==> src/rtl/pico_io_pkg.sv <==
// Shared types and defaults for the switch input stage that sits between the
// board switches and the picomips core.
package pico_io_pkg;

  localparam int N_DEFAULT         = 8;
  localparam int DB_CYCLES_DEFAULT = 4;

  typedef enum logic [1:0] {
    IDLE,
    VALID,
    WAIT_REL
  } state_t;

endpackage

==> src/rtl/sw_input_stage_debounce.sv <==
// Single-bit debouncer. The stable value only flips after the input has
// disagreed with it for DB_CYCLES consecutive clocks.
module debounce #(
  parameter int DB_CYCLES = 4
) (
  input  logic clk,
  input  logic nReset,
  input  logic din,
  output logic stable
);

  localparam int            CW   = $clog2(DB_CYCLES + 1);
  localparam logic [CW-1:0] LAST = CW'(DB_CYCLES - 1);

  logic [CW-1:0] cnt;

  // NOTE: sequential state uses non-blocking (<=) so every flop samples the pre-edge values.
  always_ff @(posedge clk or negedge nReset) begin
    if (!nReset) begin
      cnt    <= '0;
      stable <= 1'b0;
    end else if (din == stable) begin
      cnt <= '0;
    end else if (cnt == LAST) begin
      stable <= din;
      cnt    <= '0;
    end else begin
      cnt <= cnt + 1'b1;
    end
  end

endmodule

==> src/rtl/sw_input_stage.sv <==
// Synchronises and debounces the board switches and hands one captured data
// byte at a time to the processor using a valid/ack handshake.
module sw_input_stage
  import pico_io_pkg::*;
#(
  parameter int N         = N_DEFAULT,
  parameter int DB_CYCLES = DB_CYCLES_DEFAULT
) (
  input  logic         clk,
  input  logic         nReset,
  input  logic [9:0]   SW,
  input  logic         ack,
  output logic [N-1:0] data_out,
  output logic         data_valid,
  output logic         mode,
  output logic         overrun
);

  logic [9:0] sync1, sync2;
  logic       db_load, db_mode, db_load_q;
  logic       load_evt, capture, set_overrun;
  state_t     state, next_state;

  always_ff @(posedge clk or negedge nReset) begin
    if (!nReset) begin
      sync1 <= '0;
      sync2 <= '0;
    end else begin
      sync1 <= SW;
      sync2 <= sync1;
    end
  end

  debounce #(.DB_CYCLES(DB_CYCLES)) u_db_load (
    .clk(clk), .nReset(nReset), .din(sync2[8]), .stable(db_load)
  );

  debounce #(.DB_CYCLES(DB_CYCLES)) u_db_mode (
    .clk(clk), .nReset(nReset), .din(sync2[9]), .stable(db_mode)
  );

  assign load_evt = db_load & ~db_load_q;

  // NOTE: every always_comb output gets a default first so no latch can be inferred.
  always_comb begin
    next_state  = state;
    capture     = 1'b0;
    set_overrun = 1'b0;
    unique case (state)
      IDLE: begin
        if (load_evt) begin
          next_state = VALID;
          capture    = 1'b1;
        end
      end
      VALID: begin
        // ack takes priority; a simultaneous press is still flagged as an overrun
        set_overrun = load_evt;
        if (ack) next_state = WAIT_REL;
      end
      WAIT_REL: begin
        if (!db_load) next_state = IDLE;
      end
      default: next_state = IDLE;
    endcase
  end

  always_ff @(posedge clk or negedge nReset) begin
    if (!nReset) begin
      state     <= IDLE;
      db_load_q <= 1'b0;
      data_out  <= '0;
      overrun   <= 1'b0;
      mode      <= 1'b0;
    end else begin
      state     <= next_state;
      db_load_q <= db_load;
      mode      <= db_mode;
      if (capture)     data_out <= sync2[N-1:0];
      if (set_overrun) overrun  <= 1'b1;
    end
  end

  assign data_valid = (state == VALID);

endmodule

==> config.mk <==
export PLATFORM = sky130hd
export DESIGN_NAME = sw_input_stage
export DESIGN_NICKNAME = d
export VERILOG_FILES = /design/src/rtl/pico_io_pkg.sv /design/src/rtl/sw_input_stage_debounce.sv /design/src/rtl/sw_input_stage.sv
export SDC_FILE = /design/constraint.sdc
export NUM_CORES = 1
export LEC_CHECK = 0
export BUFFER_PORTS_ARGS = -buffer_cell sky130_fd_sc_hd__buf_2
export CAP_MARGIN = 10
export CORE_MARGIN = 2
export CORE_UTILIZATION = 45
export DETAILED_ROUTE_END_ITERATION = 16
export PLACE_DENSITY = 0.67
export SETUP_SLACK_MARGIN = 0.3
export SLEW_MARGIN = 20
export SYNTH_ARGS = -nofsm -noshare
export SYNTH_HDL_FRONTEND = slang
export SYNTH_SLANG_ARGS = --single-unit
==> constraint.sdc <==
create_clock -name clk -period 2 [get_ports clk]
set_clock_uncertainty 0.2 [all_clocks]
set_input_delay 0 -clock clk [delete_from_list [all_inputs] [get_ports clk]]
set_output_delay 0 -clock clk [all_outputs]
set_load 0.01 [all_outputs]
# == Word level (Yosys, flattened, before mapping) ==
# Cells that the tools add are included.
# totals
register_bits,41
inputBits,13
out_inout_bits,11
word_cells,41
# classes
n_addsub,2
n_eq_ne,9
muxes,11
n_bitwise,4
n_reduce_logical,4
# ops
cell,n
2-to-1 mux 3 bit,4
"adder 3 x 1 -> 3 bit, second input constant",2
"== test 3 x 2 -> 1 bit, second input constant",2
2-to-1 mux 2 bit,3
"inequality test 2 bit, second input constant",3
case mux 2 bit (3 select lines),1
AND reduction 2 bit,2
2-to-1 mux 1 bit,3
inverter 1 bit,3
AND reduction 3 bit,1
== test 1 bit,2
"== test 2 x 1 -> 1 bit, second input constant",1
"== test 2 bit, second input constant",1
logical NOT 2 bit,1
AND 1 bit,1

# == Depth between registers and ports, before layout ==
# Gate-level depths: netlist of run 1.
# depth
word_depth,4
mapped_depth,3
depth_no_buf,3

# == By module ==
# From an unflattened synthesis of run 1, not the netlist that was laid out.
# hier_totals
hier_cells,72
area_unflattened_um2,1328.8
# modules_own_cells
mod,instances,cells_each,area_per_inst_um2,seq_area_each_um2
sw_input_stage,1,50,996.0,825.8
debounce,2,11,166.4,100.1

# == Worst setup path before layout of run 1 ==
# Ideal clock, no wire load.
# synth_timing
kind,register to register
startpoint,register state[1]
endpoint,register data_out[0]
setup_time_ps,125
arrival_ps,1257
required_time_ps,1675
setup_slack_ps,418
path_stages_with_launch,3
n_path_buf,0
synth_period_minus_slack_ps,1582
path_cell_list,dfrtp_1 nor4b_4 mux2_2
# synth_via
elab_chain_cells,2
# synth_lines
item,line,text
"start, declared",sw_input_stage.sv:22,"state_t state, next_state;"
"start signal, assigned",sw_input_stage.sv:76,state <= next_state;
logical NOT 2 bit,sw_input_stage.sv:49,unique case (state)
2-to-1 mux 1 bit,sw_input_stage.sv:49,
"end signal, assigned",sw_input_stage.sv:79,if (capture) data_out <= sync2[N-1:0];
"end, declared",sw_input_stage.sv:13,"output logic [N-1:0] data_out,"
# Every way passes these cells.
# A chain may end at the register's enable or synchronous reset.

# == Final worst setup path of run 1 ==
# layout_timing
startpoint,register state[0]
endpoint,register data_out[7]
# Same word-level chain as after synthesis.

==> flow_metrics.env, run 1 <==
export IMPL_final_seq_area_sq_mm=0.001026
export IMPL_clk_latency_ns=0.33
export IMPL_port_buffers=23
export IMPL_status="finished clean"
export IMPL_whs_ns=0.03897
export IMPL_yosys_top_cells_count="dfrtp_1, mux2_2, nor2b_1"
export IMPL_antenna_found_initial=0
export IMPL_die_x_um=57.96
export IMPL_pre_cts_slack_ns=0.2405
export IMPL_fin_tns_setup_ns=0
export IMPL_num_vias=696
export IMPL_num_rows=19
export IMPL_ys_seq_area_share_pct=78.32
export IMPL_yosysWarnings=0
export IMPL_synthCells=72
export IMPL_drt_vias_per_instance=4.703
export IMPL_drc_errors=0
export IMPL_ys_ff_latch=41
export IMPL_cp_arrival_ns=1.60
export IMPL_wl_per_cell_um=11.97
export IMPL_top_usage_layer="met2"
export IMPL_maxCapViolCount=0
export IMPL_totalWireLength_um=1772
export IMPL_layout_setup_ws_ns=0.4259
export IMPL_grt_overflow=0
export IMPL_r2r_end="data_out[7]"
export IMPL_ios=24
export IMPL_cp_endpoint="data_out[7]"
export IMPL_cp_start_kind="flip-flop"
export IMPL_place_area_sq_mm=0.001471
export IMPL_async_flop_share_pct=100.0
export IMPL_synthesis_area_sq_mm=0.001310
export IMPL_clockBufferDepth=2
export IMPL_drt_initial_drc_count=24
export IMPL_start_util_pct=47.50
export IMPL_synth_area_leaders="dfrtp_1, mux2_2, nor2b_1, ha_1, nor4b_4"
export IMPL_r2r_start="state[0]"
export IMPL_ir_drop_v=0.0008474
export IMPL_gr_usage_met2_pct=19.32
export IMPL_gp_congestion=0.6372
export IMPL_r2r_setup_slack_ns=0.43
export IMPL_synth_edf_count=0
export IMPL_synth_most_common_cell="dfrtp_1"
export IMPL_crit_path_start="state[0]"
export IMPL_syn2layout_area_growth_pct=28.56
export IMPL_clk_transition_reported_paths_ns=0.11
export IMPL_die_h_um=57.96
export IMPL_n_antenna_cell=0
export IMPL_fp_dieArea_sq_mm=0.003359
export IMPL_endpoint_kind="flip-flop"
export IMPL_numCtsBuffers=5
export IMPL_grt_pass1_vias=714
export IMPL_layout_min_cycle_time_ns=1.574
export IMPL_track_usage_pct=12.92
export IMPL_final_antenna_net_count=0
export IMPL_tightest_slew_ns=0.4797
export IMPL_drive_above_1_share_pct=38.46
export IMPL_grt_pass1_wl_um=3056
export IMPL_first_pass_iters=3
export IMPL_nets=131
export IMPL_setup_viol=0
export IMPL_ys_flop_type="dfrtp_1"
export IMPL_fin_crit_sh_pct=78.70
export IMPL_slew_violations=0
export IMPL_power_w=0.002269
export IMPL_fmax_mhz=635.3
export IMPL_rsz0062_at_grt="false"
export IMPL_htree_levels=2
export IMPL_coreArea_sq_mm=0.002758
export IMPL_cts_tree="built"
export IMPL_min_path_type="in2async"
export IMPL_post_synth_cell_area_avg_sq_um=18.19
export IMPL_crit_type="reg2reg"
export IMPL_leakagePower_nw=0.7944
export IMPL_ff2ff_path_depth=3
export IMPL_met3_usage_pct=5.134
export IMPL_post_dp_hpwl_um=1163
export IMPL_use_met1_pct=15.79
export IMPL_fin_area_sq_mm=0.001684
export IMPL_grt_start_max_net_pins=42
export IMPL_cts_root_buf="clkbuf_4"
export IMPL_hold_viol=0
export IMPL_yosys_area_top_type="dfrtp_1"
export IMPL_synthDominantCellAreaShare_pct=78.32
export IMPL_p_per_area_mw_per_mm2=1347
export IMPL_slew_headroom_pct=68.02
export IMPL_multi_input_area_sq_um=280.3
export IMPL_ys_types=14
export IMPL_fillers=218
export IMPL_cts_sinks=41
export IMPL_crit_required_ns=2.02
export IMPL_crit_fanout=8
export IMPL_syn_nets=87
-- report_power, final --
| group | switching (W) | internal [W] |
|---|---|---|
| Combinational | 0.000236 | 0.000330 |
| Sequential | 0.000132 | 0.00103 |
| Clock | 0.000242 | 0.000299 |
| Total | 0.000611 | 0.00166 |
-- kinds of logic after synthesis --
group | Yosys count | synth area share (%)
buffers and inverters | 1 | 0.2863
DFF | 41 | 78.32
adders and majority gates | 2 | 1.910
AOI/OAI and AO/OA | 3 | 1.719
xor gates and xnor gates | 2 | 1.337
muxes | 10 | 8.596
and+or+nand+nor | 13 | 7.832
-- state kept, by name, indices dropped and copies added, names as in the netlist, 2 cells and up --
signal,count
u_db_load.cnt,3
sync2,10
sync1,10
state,2
data_out,8
u_db_mode.cnt,3
-- cell type report --
class / instances / area share (%)
flip-flops and latches: 41 / 60.92
multi-input cells: 30 / 16.64
repair buffers: 37 / 14.86
clock buffers: 7 / 3.269
well taps: 31 / 2.303
clock inverters: 1 / 1.783
inverters: 1 / 0.2229
-- worst max-delay path, stage by stage (launching register included) --
cell	delay [ns]
dfrtp_1	0.45
nor4b_4	0.26
buf_4	0.21
mux2_2	0.35
-- layout by cell type, fill, tap and decap left out --
cell type	netlist	layout
nand2b_1	1	1
ha_1	2	2
a22o_1	1	1
or3b_2	1	1
nor2b_1	5	5
nor3_1	2	2
a21oi_1	1	1
bufinv_16	0	1
clkbuf_1	0	1
clkbuf_4	0	5
clkbuf_8	0	1
a31o_2	1	1
mux2_2	10	10
xnor2_1	2	2
inv_1	1	1
buf_2	0	23
nor3b_1	3	3
dlygate4sd3_1	0	12
nor4b_4	1	1
buf_4	0	2
dfrtp_1	41	41
-- stage by stage --
| step | util, % | cells |
|---|---|---|
| final | 61.07 | 148 |
| after global routing | 61.07 | 148 |
| after CTS | 61.07 | 148 |
| after detailed placement | 53.36 | 127 |
| after global placement | 53.36 | 127 |
| after floorplan | - | 72 |
-- worst min-delay path by stage --
| stage | start | endpoint | slack [ns] | cells past startpoint |
|---|---|---|---|---|
| 3_5_place_dp | nReset | u_db_load.cnt[2] | -0.12 | 2 |
| 4_1_cts | nReset | u_db_load.cnt[2] | 0.04 | 3 |
| 6_report | nReset | u_db_load.cnt[1] | 0.04 | 3 |
| 2_1_floorplan | nReset | data_out[0] | -0.50 | 0 |
| 5_1_grt | nReset | state[0] | 0.08 | 3 |
| 3_3_place_gp | nReset | u_db_load.cnt[2] | -0.12 | 2 |
-- timing repair --
item                       CTS  global route
gates resized for setup      0             0
setup buffers                1             0
hold buffers                12             0
setup endpoints to repair    8             0
hold endpoints to repair    53             0
-- routing by layer --
metal  wire length, um  part of all wire, %
met1               788                   44
met2               847                   48
met4                38                  2.1
met5                 0                    0
met3                97                  5.5
Power figures use the tool's default switching activity.
==> run 2, diff against run 1 <==
PLACE_DENSITY = 0.69   (was 0.67)
clock period = 1.4 ns   (was 2 ns; I/O delays follow)
==> run 2 against run 1 <==
Compared with the run above:
- the run now ends with hold timing, setup timing left
- register-to-register slack worse by 0.59 ns
- flip-flop and latch count stayed put
- power is 67% higher
- combinational power grew to 2.8 times the previous value
- sequential power is 44% higher
- sequential share of layout area is 9.1 points lower
- critical path type unchanged
- highest routed layer unchanged
==> flow_metrics.env, run 2 (synthesis results as in run 1) <==
export IMPL_port_buffers=23
export IMPL_whs_ns=-0.09350
export IMPL_slew_violations=0
export IMPL_fillers=183
export IMPL_grt_pass1_vias=791
export IMPL_rsz0062_at_grt="true"
export IMPL_ios=24
export IMPL_final_seq_area_sq_mm=0.001028
export IMPL_hold_viol=16
export IMPL_fin_util_pct=72.01
export IMPL_endpoint_kind="flip-flop"
export IMPL_totalWireLength_um=2241
export IMPL_maxCapViolCount=0
export IMPL_gp_congestion=0.7234
export IMPL_cp_start_kind="flip-flop"
export IMPL_track_usage_pct=15.21
export IMPL_first_pass_iters=4
export IMPL_holdBufCountCts=12
export IMPL_drive_above_1_share_pct=58.21
export IMPL_die_x_um=57.96
export IMPL_die_h_um=57.96
export IMPL_setup_viol=8
export IMPL_clk_latency_ns=0.34
export IMPL_layout_min_cycle_time_ns=1.562
export IMPL_final_common_cell="dfrtp_1"
export IMPL_cts_sinks=41
export IMPL_fin_area_sq_mm=0.001986
export IMPL_crit_required_ns=1.44
export IMPL_slew_headroom_pct=71.96
export IMPL_violations="hold timing, setup timing"
export IMPL_post_dp_hpwl_um=1336
export IMPL_top_regs="sync1: 10 flops, sync2: 10 flops, data_out: 8 flops"
export IMPL_fin_crit_sh_pct=111.6
export IMPL_numCtsBuffers=5
export IMPL_wl_per_cell_um=13.58
export IMPL_coreArea_sq_mm=0.002758
export IMPL_start_util_pct=47.50
export IMPL_grt_start_max_net_pins=26
export IMPL_status="complete, but fails checks"
export IMPL_leakagePower_nw=0.9390
export IMPL_n_antenna_cell=0
export IMPL_multi_input_area_sq_um=426.7
export IMPL_drc_errors=0
export IMPL_tightest_slew_ns=0.4207
export IMPL_crit_fanout=3
export IMPL_fmax_mhz=640.2
export IMPL_ir_drop_v=0.001596
export IMPL_nets=148
export IMPL_cts_tree="built"
export IMPL_num_vias=773
export IMPL_antenna_found_initial=0
export IMPL_num_rows=19
export IMPL_cts_root_buf="clkbuf_4"
export IMPL_cp_arrival_ns=1.60
export IMPL_drt_initial_drc_count=11
export IMPL_layout_setup_ws_ns=-0.1621
export IMPL_place_area_sq_mm=0.001556
export IMPL_min_path_type="in2async"
export IMPL_p_per_area_mw_per_mm2=1910
export IMPL_clk_transition_reported_paths_ns=0.12
export IMPL_crit_type="reg2reg"
export IMPL_final_cell_mix="dfrtp_1, buf_2, dlygate4sd3_1"
export IMPL_grt_overflow=0
export IMPL_syn2layout_area_growth_pct=51.58
export IMPL_final_antenna_net_count=0
export IMPL_clockBufferDepth=2
export IMPL_fp_dieArea_sq_mm=0.003359
export IMPL_drt_vias_per_instance=4.685
export IMPL_grt_pass1_wl_um=3643
export IMPL_htree_levels=2
## run 2: cell types whose count changed in the layout (fill, tap and decap cells not counted), moves of 8 or more
cell	previous run	this run
buf_6	0	10
mux2_2	10	0
mux2_4	0	10
buf_4	2	10
## run 2: critical path: stages (launching register included)
cell and delay [ns]:
dfrtp_2 0.45, nor4b_4 0.31, buf_4 0.20, mux2_4 0.30
## run 2: cell type report
class	count	area share, %
clock buffer	5	1.890
clock inverter	3	0.8822
inverter	1	0.1890
multi-input combinational	30	21.49
sequential	41	51.80
tap	31	1.953
timing repair buffer	54	21.80
## run 2: per-stage QoR
step	power [W]	setup slack [ns]	std cells	setup TNS, ns
after detailed placement	0.002632	-0.1900	132	-1.392
after global placement	0.002581	-0.1193	132	-0.8999
final	0.003792	-0.1621	165	-1.187
after CTS	0.003586	-0.1655	157	-1.250
after global routing	0.004010	-0.1892	165	-1.431
after floorplan	0.002219	-0.1660	72	-1.328
## run 2: final timing paths
path	from	to	slack (ns)	depth (start not counted)
setup / recovery	state[0]	data_out[2]	-0.16	3
hold / removal	nReset	state[1]	-0.09	2
setup reg to reg	state[0]	data_out[2]	-0.16	3
hold reg to reg	sync1[2]	sync2[2]	0.15	0
max in group asynchronous	nReset	sync1[2]	0.62	3
min in group clk	SW[4]	sync1[4]	0.09	2
## run 2: report_power, final
part | internal (W) | switching (W) | leakage [nW]
registers | 0.00148 | 0.000191 | 0.488
logic | 0.00100 | 0.000562 | 0.420
clock network | 0.000190 | 0.000370 | 0.0310
## run 2: timing repair
item                                   in CTS  in global routing
pin swaps                                   6                  4
buffers inserted                            5                  8
gates resized for setup                    25                  8
endpoints found under the hold margin      53                 16
setup endpoints to repair                  27                 30
## run 2: per-layer routing
layer  GRT usage (%)  part of all wire, %  routed length (um)  vias to the layer above
met1           18.80                   45                1003                      382
met4           5.980                  1.3                  30                        0
met3           6.696                  5.1                 114                        4
met2           23.70                   49                1092                       22
met5               0                    0                   0                        -
li1                -                    -                   -                      365
==> run 3, diff against run 2 <==
CORE_UTILIZATION = 35   (was 45)
PLACE_DENSITY = default   (was 0.69)
SKIP_LAST_GASP = 1   (was default)
==> run 3 against run 2 <==
Compared with the run above:
- flip-flop and latch count is the same
- setup slack gained 0.044 ns
- utilization decreased by 17 points
- first-iteration DRC count rose by 36%
- sequential share of layout area is 0.32 points lower
- the run still ends with hold timing, setup timing left
- global-route usage fell by 4.0 points
- power rose by 1.3%
- clock power is 33% higher
- fmax is 2.9% higher
==> flow_metrics.env, run 3 (synthesis results as in run 1) <==
export IMPL_drt_vias_per_instance=4.173
export IMPL_ff2ff_path_depth=3
export IMPL_antenna_found_initial=0
export IMPL_crit_required_ns=1.37
export IMPL_multi_input_area_sq_um=415.4
export IMPL_nets=146
export IMPL_violations="hold timing, setup timing"
export IMPL_num_vias=747
export IMPL_num_rows=22
export IMPL_n_antenna_cell=0
export IMPL_cts_tree="built"
export IMPL_syn2layout_area_growth_pct=52.15
export IMPL_hold_viol=17
export IMPL_die_h_um=65.18
export IMPL_p_per_area_mw_per_mm2=1927
export IMPL_drc_errors=0
export IMPL_ir_drop_v=0.001128
export IMPL_final_cell_mix="dfrtp_1, buf_2, dlygate4sd3_1, mux2_4, buf_4"
export IMPL_fillers=292
export IMPL_grt_overflow=0
export IMPL_crit_fanout=8
export IMPL_die_x_um=65.18
export IMPL_crit_type="reg2reg"
export IMPL_clk_transition_reported_paths_ns=0.07
export IMPL_slew_violations=0
export IMPL_grt_pass1_wl_um=3484
export IMPL_start_util_pct=36.05
export IMPL_numCtsBuffers=5
export IMPL_cp_arrival_ns=1.48
export IMPL_maxCapViolCount=0
export IMPL_drt_initial_drc_count=15
export IMPL_slew_headroom_pct=72.29
export IMPL_port_buffers=23
export IMPL_totalWireLength_um=2108
export IMPL_htree_levels=2
export IMPL_grt_start_max_net_pins=25
export IMPL_final_seq_area_sq_mm=0.001026
export IMPL_fin_crit_sh_pct=108.5
export IMPL_drive_above_1_share_pct=56.49
export IMPL_fin_tns_setup_ns=-0.9728
export IMPL_clk_latency_ns=0.28
export IMPL_min_path_type="in2async"
export IMPL_leakagePower_nw=0.9389
export IMPL_status="complete, but fails checks"
export IMPL_tightest_slew_ns=0.4156
export IMPL_cts_root_buf="clkbuf_8"
export IMPL_coreArea_sq_mm=0.003633
export IMPL_grt_pass1_vias=789
export IMPL_final_antenna_net_count=0
export IMPL_cts_sinks=41
export IMPL_top_regs="sync1: 10 flops, sync2: 10 flops, data_out: 8 flops"
export IMPL_track_usage_pct=11.26
export IMPL_ios=24
export IMPL_fp_dieArea_sq_mm=0.004248
export IMPL_whs_ns=-0.02359
export IMPL_wl_per_cell_um=11.78
export IMPL_rsz0062_at_grt="true"
export IMPL_cp_start_kind="flip-flop"
export IMPL_fmax_mhz=658.6
export IMPL_setup_viol=10
export IMPL_layout_min_cycle_time_ns=1.518
export IMPL_first_pass_iters=3
export IMPL_clockBufferDepth=2
export IMPL_gp_congestion=0.6797
export IMPL_final_common_cell="dfrtp_1"
export IMPL_endpoint_kind="flip-flop"
export IMPL_post_dp_hpwl_um=1347
export IMPL_layout_setup_ws_ns=-0.1184
-- run 3: power breakdown --
group          total (W)  internal, W  switching (W)
combinational    0.00144     0.000915       0.000521
sequential       0.00166      0.00147       0.000185
clock           0.000746     0.000389       0.000357
total            0.00384      0.00278        0.00106
-- run 3: path summary, 6_finish.rpt --
| kind | start | endpoint | slack (ns) |
|---|---|---|---|
| worst max-delay path | db_load_q | data_out[7] | -0.12 |
| min in group clk | sync1[4] | sync2[4] | 0.15 |
| worst min register to register | sync1[4] | sync2[4] | 0.15 |
| worst max register to register | db_load_q | data_out[7] | -0.12 |
| max in group asynchronous | nReset | u_db_mode.cnt[1] | 0.56 |
| worst min-delay path | nReset | sync1[5] | -0.02 |
-- run 3: cell type report --
type / instances / area share, %
multi-input combinational: 30 / 20.84
clock inverter: 1 / 0.3766
clock buffer: 6 / 4.143
inverter: 1 / 0.1883
sequential: 41 / 51.48
timing repair buffer: 52 / 19.96
tap: 48 / 3.013
-- run 3: stage by stage --
stage / total power [W] / utilization [%] / std cells / area (sq um) / setup slack (ns)
after global routing: 0.004093 / 54.86 / 179 / 1993 / -0.1792
final: 0.003841 / 54.86 / 179 / 1993 / -0.1184
after CTS: 0.003716 / 52.48 / 173 / 1907 / -0.1261
after global placement: 0.002578 / 43.42 / 149 / 1578 / -0.1064
after detailed placement: 0.002631 / 43.42 / 149 / 1578 / -0.1360
after floorplan: 0.002219 / - / 72 / 1345 / -0.1660
-- run 3: repair_timing --
action                                  CTS  global route
hold endpoints to repair                 53             0
pin swaps                                 7             7
endpoints found under the setup margin   20            20
hold buffers                             12             0
buffers inserted                          5             6
gates resized for setup                  19             7
-- run 3: per-layer routing --
metal  share of wire [%]  wire [um]  global-route usage (%)
met1                  42        875                   13.03
met2                  54       1128                   18.24
met3                 5.0        105                   4.966
met4                   0          0                   4.688
met5                   0          0                       0
-- run 3: worst max-delay path: stages (launching register included) --
cell and delay, ns:
dfrtp_1 0.41, nor4b_4 0.29, buf_6 0.19, mux2_4 0.31
